**src/rtl/mem_load_ctrl.sv**
```systemverilog
// Host-stream loader: decodes command headers, writes inst/data memory word pairs and
// sequences the core through load/halt/run. Define LOAD_CHECKSUM_EN for the trailing checksum word.
module mem_load_ctrl #(
   parameter int ADDR_W    = 9,
   parameter int ADDR_STEP = 8,
   parameter int CNT_W     = 9
) (
   input  logic              clk,
   input  logic              reset,
   input  logic [31:0]       s_data,
   input  logic              s_valid,
   output logic              s_ready,
   output logic [ADDR_W-1:0] inst_addr,
   output logic [31:0]       inst_data1,
   output logic [31:0]       inst_data2,
   output logic              inst_we,
   output logic [ADDR_W-1:0] data_addr,
   output logic [31:0]       data_data1,
   output logic [31:0]       data_data2,
   output logic              data_we,
   output logic              core_load,
   output logic              core_halt,
   output logic              busy,
   output logic              err,
   output logic [CNT_W-1:0]  words_done
);

   localparam logic [2:0] S_IDLE   = 3'd0;
   localparam logic [2:0] S_GET_LO = 3'd1;
   localparam logic [2:0] S_GET_HI = 3'd2;
   localparam logic [2:0] S_COMMIT = 3'd3;
`ifdef LOAD_CHECKSUM_EN
   localparam logic [2:0] S_CHECK  = 3'd4;
`endif
   localparam logic [2:0] S_RUN    = 3'd5;

   localparam logic [1:0] CMD_INST = 2'b00;
   localparam logic [1:0] CMD_DATA = 2'b01;
   localparam logic [1:0] CMD_RUN  = 2'b10;

   localparam logic [ADDR_W-1:0] STEP = ADDR_W'(ADDR_STEP);

   logic [2:0]        state_q, state_d;
   logic              tgt_q, tgt_d;
   logic [CNT_W-1:0]  cnt_q, cnt_d;
   logic [CNT_W-1:0]  words_done_q, words_done_d;
   logic [ADDR_W-1:0] inst_addr_q, inst_addr_d;
   logic [31:0]       inst_data1_q, inst_data1_d;
   logic [31:0]       inst_data2_q, inst_data2_d;
   logic [ADDR_W-1:0] data_addr_q, data_addr_d;
   logic [31:0]       data_data1_q, data_data1_d;
   logic [31:0]       data_data2_q, data_data2_d;
   logic              core_load_q, core_load_d;
   logic              core_halt_q, core_halt_d;
   logic              busy_q, busy_d;
`ifdef LOAD_CHECKSUM_EN
   logic              err_q, err_d;
   logic [31:0]       csum_q, csum_d;
`endif

   logic              xfer;
   logic [1:0]        hdr_cmd;
   logic [CNT_W-1:0]  hdr_cnt;
   logic [ADDR_W-1:0] hdr_addr;
   logic [CNT_W-1:0]  done_inc;

   assign s_ready  = (state_q != S_COMMIT);
   assign xfer     = s_valid && s_ready;
   assign hdr_cmd  = s_data[31:30];
   assign hdr_cnt  = s_data[16 +: CNT_W];
   assign hdr_addr = s_data[0 +: ADDR_W];
   assign done_inc = words_done_q + CNT_W'(1);

   always_comb begin
      state_d      = state_q;
      tgt_d        = tgt_q;
      cnt_d        = cnt_q;
      words_done_d = words_done_q;
      inst_addr_d  = inst_addr_q;
      inst_data1_d = inst_data1_q;
      inst_data2_d = inst_data2_q;
      data_addr_d  = data_addr_q;
      data_data1_d = data_data1_q;
      data_data2_d = data_data2_q;
      core_load_d  = core_load_q;
      core_halt_d  = core_halt_q;
      busy_d       = busy_q;
`ifdef LOAD_CHECKSUM_EN
      err_d        = err_q;
      csum_d       = csum_q;
`endif
      case (state_q)
         S_IDLE, S_RUN: begin
            if (xfer) begin
               case (hdr_cmd)
                  CMD_INST, CMD_DATA: begin
                     // Any load header freezes the core, even an empty one.
                     core_load_d = 1'b1;
                     core_halt_d = 1'b1;
                     state_d     = S_IDLE;
                     if (hdr_cnt != '0) begin
                        tgt_d        = hdr_cmd[0];
                        cnt_d        = hdr_cnt;
                        words_done_d = '0;
                        busy_d       = 1'b1;
                        state_d      = S_GET_LO;
                        if (hdr_cmd[0]) data_addr_d = hdr_addr;
                        else            inst_addr_d = hdr_addr;
`ifdef LOAD_CHECKSUM_EN
                        csum_d       = '0;
`endif
                     end
                  end
                  CMD_RUN: begin
                     if (!err) begin
                        core_load_d = 1'b0;
                        core_halt_d = 1'b0;
                        state_d     = S_RUN;
                     end
                  end
                  default: begin
                     // Halt keeps core_load as is so a running pipeline is preserved.
                     core_halt_d = 1'b1;
                     state_d     = S_IDLE;
                  end
               endcase
            end
         end
         S_GET_LO: begin
            if (xfer) begin
               if (tgt_q) data_data1_d = s_data;
               else       inst_data1_d = s_data;
`ifdef LOAD_CHECKSUM_EN
               csum_d  = csum_q ^ s_data;
`endif
               state_d = S_GET_HI;
            end
         end
         S_GET_HI: begin
            if (xfer) begin
               if (tgt_q) data_data2_d = s_data;
               else       inst_data2_d = s_data;
`ifdef LOAD_CHECKSUM_EN
               csum_d  = csum_q ^ s_data;
`endif
               state_d = S_COMMIT;
            end
         end
         S_COMMIT: begin
            words_done_d = done_inc;
            if (done_inc == cnt_q) begin
`ifdef LOAD_CHECKSUM_EN
               state_d = S_CHECK;
`else
               busy_d  = 1'b0;
               state_d = S_IDLE;
`endif
            end else begin
               if (tgt_q) data_addr_d = data_addr_q + STEP;
               else       inst_addr_d = inst_addr_q + STEP;
               state_d = S_GET_LO;
            end
         end
`ifdef LOAD_CHECKSUM_EN
         S_CHECK: begin
            if (xfer) begin
               if (s_data != csum_q) err_d = 1'b1;
               busy_d  = 1'b0;
               state_d = S_IDLE;
            end
         end
`endif
         default: state_d = S_IDLE;
      endcase
   end

   always_ff @(posedge clk) begin
      if (reset) begin
         state_q      <= S_IDLE;
         tgt_q        <= 1'b0;
         cnt_q        <= '0;
         words_done_q <= '0;
         inst_addr_q  <= '0;
         inst_data1_q <= '0;
         inst_data2_q <= '0;
         data_addr_q  <= '0;
         data_data1_q <= '0;
         data_data2_q <= '0;
         core_load_q  <= 1'b1;
         core_halt_q  <= 1'b1;
         busy_q       <= 1'b0;
`ifdef LOAD_CHECKSUM_EN
         err_q        <= 1'b0;
         csum_q       <= '0;
`endif
      end else begin
         state_q      <= state_d;
         tgt_q        <= tgt_d;
         cnt_q        <= cnt_d;
         words_done_q <= words_done_d;
         inst_addr_q  <= inst_addr_d;
         inst_data1_q <= inst_data1_d;
         inst_data2_q <= inst_data2_d;
         data_addr_q  <= data_addr_d;
         data_data1_q <= data_data1_d;
         data_data2_q <= data_data2_d;
         core_load_q  <= core_load_d;
         core_halt_q  <= core_halt_d;
         busy_q       <= busy_d;
`ifdef LOAD_CHECKSUM_EN
         err_q        <= err_d;
         csum_q       <= csum_d;
`endif
      end
   end

   // Strobes decode straight from the state so they last exactly the COMMIT cycle.
   assign inst_we    = (state_q == S_COMMIT) && !tgt_q;
   assign data_we    = (state_q == S_COMMIT) && tgt_q;
   assign inst_addr  = inst_addr_q;
   assign inst_data1 = inst_data1_q;
   assign inst_data2 = inst_data2_q;
   assign data_addr  = data_addr_q;
   assign data_data1 = data_data1_q;
   assign data_data2 = data_data2_q;
   assign core_load  = core_load_q;
   assign core_halt  = core_halt_q;
   assign busy       = busy_q;
   assign words_done = words_done_q;
`ifdef LOAD_CHECKSUM_EN
   assign err        = err_q;
`else
   assign err        = 1'b0;
`endif

endmodule

```
**config.mk**
```make
export PLATFORM = sky130hd
export DESIGN_NAME = mem_load_ctrl
export DESIGN_NICKNAME = d
export VERILOG_FILES = /design/src/rtl/mem_load_ctrl.sv
export SDC_FILE = /design/constraint.sdc
export NUM_CORES = 1
export LEC_CHECK = 0
export ABC_AREA = 1
export BUFFER_PORTS_ARGS = -buffer_cell sky130_fd_sc_hd__buf_2
export CORE_MARGIN = 3
export CORE_UTILIZATION = 56
export CTS_CLUSTER_DIAMETER = 150
export CTS_CLUSTER_SIZE = 16
export DETAILED_ROUTE_END_ITERATION = 10
export GPL_TIMING_DRIVEN = 0
export PLACE_DENSITY = 0.85
export SLEW_MARGIN = 20
export SYNTH_ARGS = -nofsm -noshare
export SYNTH_HDL_FRONTEND = slang
export SYNTH_SLANG_ARGS = --single-unit
```
**constraint.sdc**
```tcl
create_clock -name clk -period 3.35 [get_ports clk]
set_input_delay 0.1675 -clock clk [delete_from_list [all_inputs] [get_ports clk]]
set_output_delay 0.1675 -clock clk [all_outputs]
set_load 0.02 [all_outputs]
```
### Word-level counts from Yosys, hierarchy flattened

Cells that the tools add are included.

* bits of input ports: 35
* register bits after elaboration: 171
* output and inout bits: 162
* logic and storage cells: 91

* add/subtract/negate cells: 3
* bitwise gates (word level): 1
* mux-type cells: 32
* reductions and logical operators: 23
* eq/ne operators: 19

Operators by type and width (number)
* 2-to-1 mux 9 bit: 15
* case mux 9 bit (2 select lines): 3
* inequality test 2 bit, second input constant: 10
* adder 9 x 4 -> 9 bit, second input constant: 2
* AND reduction 3 bit: 6
* AND reduction 7 bit: 2
* case mux 3 bit (4 select lines): 1
* adder 9 x 1 -> 9 bit, second input constant: 1
* equality test 9 bit: 1
* 2-to-1 mux 3 bit: 3
* nonzero test 9 bit: 1
* AND reduction 4 bit: 2
* 2-to-1 mux 1 bit: 7
* equality test 3 x 2 -> 1 bit, second input constant: 2
* case mux 3 bit (2 select lines): 1
* AND reduction 5 bit: 1
* case mux 1 bit (2 select lines): 2
* nonzero test 2 bit: 2
* OR reduction 2 bit: 2
* equality test 3 x 1 -> 1 bit, second input constant: 1
* equality test 3 bit, second input constant: 1
* logical AND 1 bit: 3
* logical NOT 3 bit: 1
* inequality test 3 x 2 -> 1 bit, second input constant: 1
* other kinds (7): 7

### Longest topological paths before layout

* depth after elaboration: 5
* gate-level depth with buffers: 14
* depth with buffers taken out: 14

### Least setup slack after synthesis

No wires, ideal clock.

* path kind: reg-to-reg
* from: register words_done_q[0], in the netlist words_done[0]
* to: register data_addr_q[3], in the netlist data_addr[3]
* buffers on the path: 1
* path slack: 1478 ps
* library setup time: 62 ps
* stages on the path, launching flop included: 13
* clock period less this slack: 1872 ps
* arrival: 1810 ps
* data required time: 3288 ps
* cells stage by stage: dfxtp_1 ha_1 nand3_2 o21ai_2 nand2_1 nand2_1 nand3_1 nor2_4 nand3_4 buf_6 nand4_1 nand2_1 nor2_2

* cells in the longest elaborated chain, start to end: 4

RTL lines
* from (decl): RTL line 46 `logic [CNT_W-1:0] words_done_q, words_done_d;`
* from (signal assigned): RTL line 200 `words_done_q <= words_done_d;`
* adder 9 x 1 -> 9 bit: RTL line 72 `assign done_inc = words_done_q + CNT_W'(1);`
* equality test 9 bit: RTL line 151 `if (done_inc == cnt_q) begin`
* inequality test 2 bit (no line)
* AND reduction 7 bit (no line)
* to (signal assigned): RTL line 204 `data_addr_q <= data_addr_d;`
* to (decl): RTL line 50 `logic [ADDR_W-1:0] data_addr_q, data_addr_d;`

No other way between the ends.
A chain may end at the register's enable or synchronous reset.

### Worst setup path in the final report

* from: register words_done_q[0], in the netlist words_done[0]
* to: register data_addr_q[6], in the netlist data_addr[6]

The elaborated chain is that of the path after synthesis.

==> results.sh <==
export IMPL_met2_usage_in_global_routing=0.5038
export IMPL_grt_ovfl_total=0
export IMPL_grt_met3_usage=0.08373
export IMPL_average_instance_area_after_synthesis_um2=7.428
export IMPL_maximum_number_of_pins_on_one_net_before_global_route_repair=17
export IMPL_cts_hold_repair_buffers=0
export IMPL_routed_via_density=5.318
export IMPL_hp_start="s_data[23]"
export IMPL_critical_path_startpoint_type="flip-flop"
export IMPL_route_detailed_drc=0
export IMPL_synth_net_count=987
export IMPL_power_share_combinational=0.144
export IMPL_number_of_enable_type_register_cells_in_the_synthesized_netlist=0
export IMPL_mostFrequentLayoutCell="buf_2"
export IMPL_port_buffers=195
export IMPL_yosysWarningCount=0
export IMPL_hold_depth=3
export IMPL_finalWorstPathRequiredPeriod_ns=2.186
export IMPL_sw_frac_of_total=0.2821
export IMPL_fp_dieW_um=118.2
export IMPL_cp_startpoint="words_done[0]"
export IMPL_worstHoldPathType="primary input to flip-flop"
export IMPL_worst_r2r_path_depth=14
export IMPL_power_leakage_nw=4.170
export IMPL_drt_pre_antenna_iters=5
export IMPL_ios=197
export IMPL_ys_seq_elements=171
export IMPL_finalInstanceArea_um2=8851
export IMPL_final_hold_viol_count=0
export IMPL_cp_data_arrival_time_ns=2.55
export IMPL_std_cell_rows=40
export IMPL_p_clk_frac=0.414
export IMPL_critical_path_peak_fanout=10
export IMPL_netSwitchingPower_mw=1.406
export IMPL_synth_yosys_seq_area_share=0.4856
export IMPL_post_place_ws_ns=1.326
export IMPL_die_height_um=118.2
export IMPL_grt_setup_unrepaired="false"
export IMPL_grt_antenna_before_repair=0
export IMPL_yosys_cell_types_count=36
export IMPL_dp_hpwl_um=15580
export IMPL_route_final_wire_length_um=21960
export IMPL_dpl_cell_area_um2=8235
export IMPL_setup_total_negative_slack_ns=0
export IMPL_numClockSinks=171
export IMPL_async_reset_ff_frac=0
export IMPL_n_fill_cell=1028
export IMPL_antenna_cells=0
export IMPL_timing_rr_end="data_addr[6]"
export IMPL_drt_first_iter_violations=868
export IMPL_r2r_slack_ns=1.16
export IMPL_place_congestion=0.9202
export IMPL_timing_critical_path_required_ns=3.72
export IMPL_cts_buffer_depth=2
export IMPL_clock_network_latency_to_the_later_pin_of_the_worst_skew_pair_ns=0.43
export IMPL_worst_slew_pin_slew_ns=0.6682
export IMPL_max_freq_mhz=457.5
export IMPL_floorplan_initialDensity=0.5796
export IMPL_detailroute_via_count=7148
export IMPL_globalRoute_busiestLayer="met2"
export IMPL_grt_pass1_vias=6666
export IMPL_postRouteAntennaNets=0
export IMPL_cts_tree="built"
export IMPL_timing_critical_path_to_type="flip-flop"
export IMPL_setup_viol=0
export IMPL_total_power_mw=4.984
export IMPL_post_cts_resized_instances=0
export IMPL_flow_area_growth_from_synthesis_pct=25.56
export IMPL_gate_count_after_technology_mapping=949
export IMPL_outcome="finished, final reports clean"
export IMPL_grt_use_met1=0.3853
export IMPL_skew_ns=0.009560
export IMPL_commonest_register_cell_after_synthesis="dfxtp_1"
export IMPL_cell_area_synth_um2=7049
export IMPL_cts_root_buf="clkbuf_16"
export IMPL_clk_pin_slew_ns=0.06
export IMPL_groute_usage_overall=0.3072
export IMPL_finalWorstSetupSlack_ns=1.164
export IMPL_dpl_cell_count=1312
export IMPL_final_cells=1344
export IMPL_crit_type="flip-flop to flip-flop"
export IMPL_placeableCoreArea_um2=12160
export IMPL_postCtsSetupBuffers=0
export IMPL_maximum_capacitance_violations=0
export IMPL_cts_htree_levels=4
export IMPL_power_ir_vdd_worst_mv=0.3457
export IMPL_power_density_over_the_cells_nw_per_um2=563.2
export IMPL_first_pass_grt_wire_length_um=34210
export IMPL_wire_per_inst_um=16.34
export IMPL_die_area_um2=13970
export IMPL_hold_end="cnt_q[7]"
export IMPL_seq_power_share=0.442
export IMPL_min_period_over_period=0.6525
export IMPL_slew_limit_headroom=0.5546
export IMPL_layout_nets=1201
export IMPL_reg2reg_from="words_done[0]"
export IMPL_most_common_layout_cells="buf_2 (215), dfxtp_1 (171), a21oi_1 (157)"
export IMPL_final_slew_violations=0
export IMPL_cellInternalPower_mw=3.579
export IMPL_number_of_cts_inserted_buffers=17
export IMPL_share_of_final_layout_standard_cells_stronger_than_drive_strength_1=0.2543
per-stage QoR:
stage	hold slack, ns	util
after floorplan	0.3146	-
after global placement	0.4292	0.6772
after detailed placement	0.4332	0.6772
after CTS	0.03752	0.7278
after global routing	0.06245	0.7278
final	0.04577	0.7278
how the worst max path moves through the flow:
stage	endpoint	slack, ns	cells after the start
3_3_place_gp	data_addr[4]	1.35	14
5_1_grt	data_addr[6]	1.07	14
4_1_cts	data_addr[6]	1.21	14
3_5_place_dp	data_addr[6]	1.33	14
2_1_floorplan	data_addr[3]	1.48	12
6_report	data_addr[6]	1.16	14
registers in the layout (all words and copies together), names as in the netlist:
signal / flops
words_done: 9
data_addr: 9
data_data1: 32
inst_data2: 32
tgt_q: 1
busy: 1
cnt_q: 9
inst_addr: 9
state_q: 3
core_halt: 1
core_load: 1
inst_data1: 32
data_data2: 32
synth_stat cells, drive strengths merged (2+ instances only):
library cell | instances | area (µm²)
clkbuf | 25 | 93.84
nand4 | 13 | 81.33
clkinv | 2 | 8.750
inv | 151 | 566.8
xor2 | 3 | 26.28
buf | 24 | 133.9
or2 | 4 | 25.02
nor3 | 4 | 25.02
nand2 | 93 | 379.1
ha | 3 | 37.54
dfxtp | 171 | 3423
nor2 | 152 | 633.1
a32oi | 2 | 17.52
a21oi | 157 | 785.8
a31oi | 4 | 25.02
nand3 | 30 | 202.7
o21ai | 104 | 531.8
layout make-up:
class,count,area [µm²],area share
multi-input cells,576,2823,0.3189
clock buffers,21,460.4,0.05202
well taps,168,210.2,0.02375
clock inverters,11,155.1,0.01753
inverters,153,575.6,0.06503
repair buffers,195,975.9,0.1103
plain buffers,49,227.7,0.02573
flip-flops and latches,171,3423,0.3868
layer usage:
metal / vias up / part of all wire
li1: 3456 / -
met1: 3285 / 0.41
met2: 363 / 0.47
met3: 44 / 0.097
met4: 0 / 0.024
met5: - / 0
logic make-up after synthesis:
logic type | Yosys count | synth area share
other | 1 | 0.0005320
buffers and inverters | 202 | 0.1139
AND/OR/NAND/NOR | 297 | 0.1920
AO/OA/AOI/OAI | 271 | 0.1976
adder cells (fa/ha/maj) | 3 | 0.005325
XOR/XNOR | 4 | 0.004971
flip-flops | 171 | 0.4856
critical path: stages, from the launching register on:
cell and delay [ns]:
dfxtp_1 0.48, ha_1 0.27, inv_1 0.07, nand2_1 0.08, nand2_1 0.09, nand2_1 0.07, nand2_1 0.05, nor2_1 0.14
nand3_1 0.13, nor2_4 0.18, nand3_4 0.13, buf_6 0.17, nand4_1 0.07, nand2_1 0.07, nor2_2 0.10
power by group through the flow:
| stage | sequential (mW) | clock (mW) | combinational (mW) |
|---|---|---|---|
| 2_1_floorplan | 2.34 | 0 | 0.364 |
| 5_1_grt | 2.21 | 2.17 | 0.784 |
| 3_5_place_dp | 2.24 | 0 | 0.701 |
| 3_3_place_gp | 2.24 | 0 | 0.688 |
| 6_report | 2.20 | 2.07 | 0.717 |
| 4_1_cts | 2.20 | 2.07 | 0.710 |
Note: power is estimated with default switching activity, not from simulation.
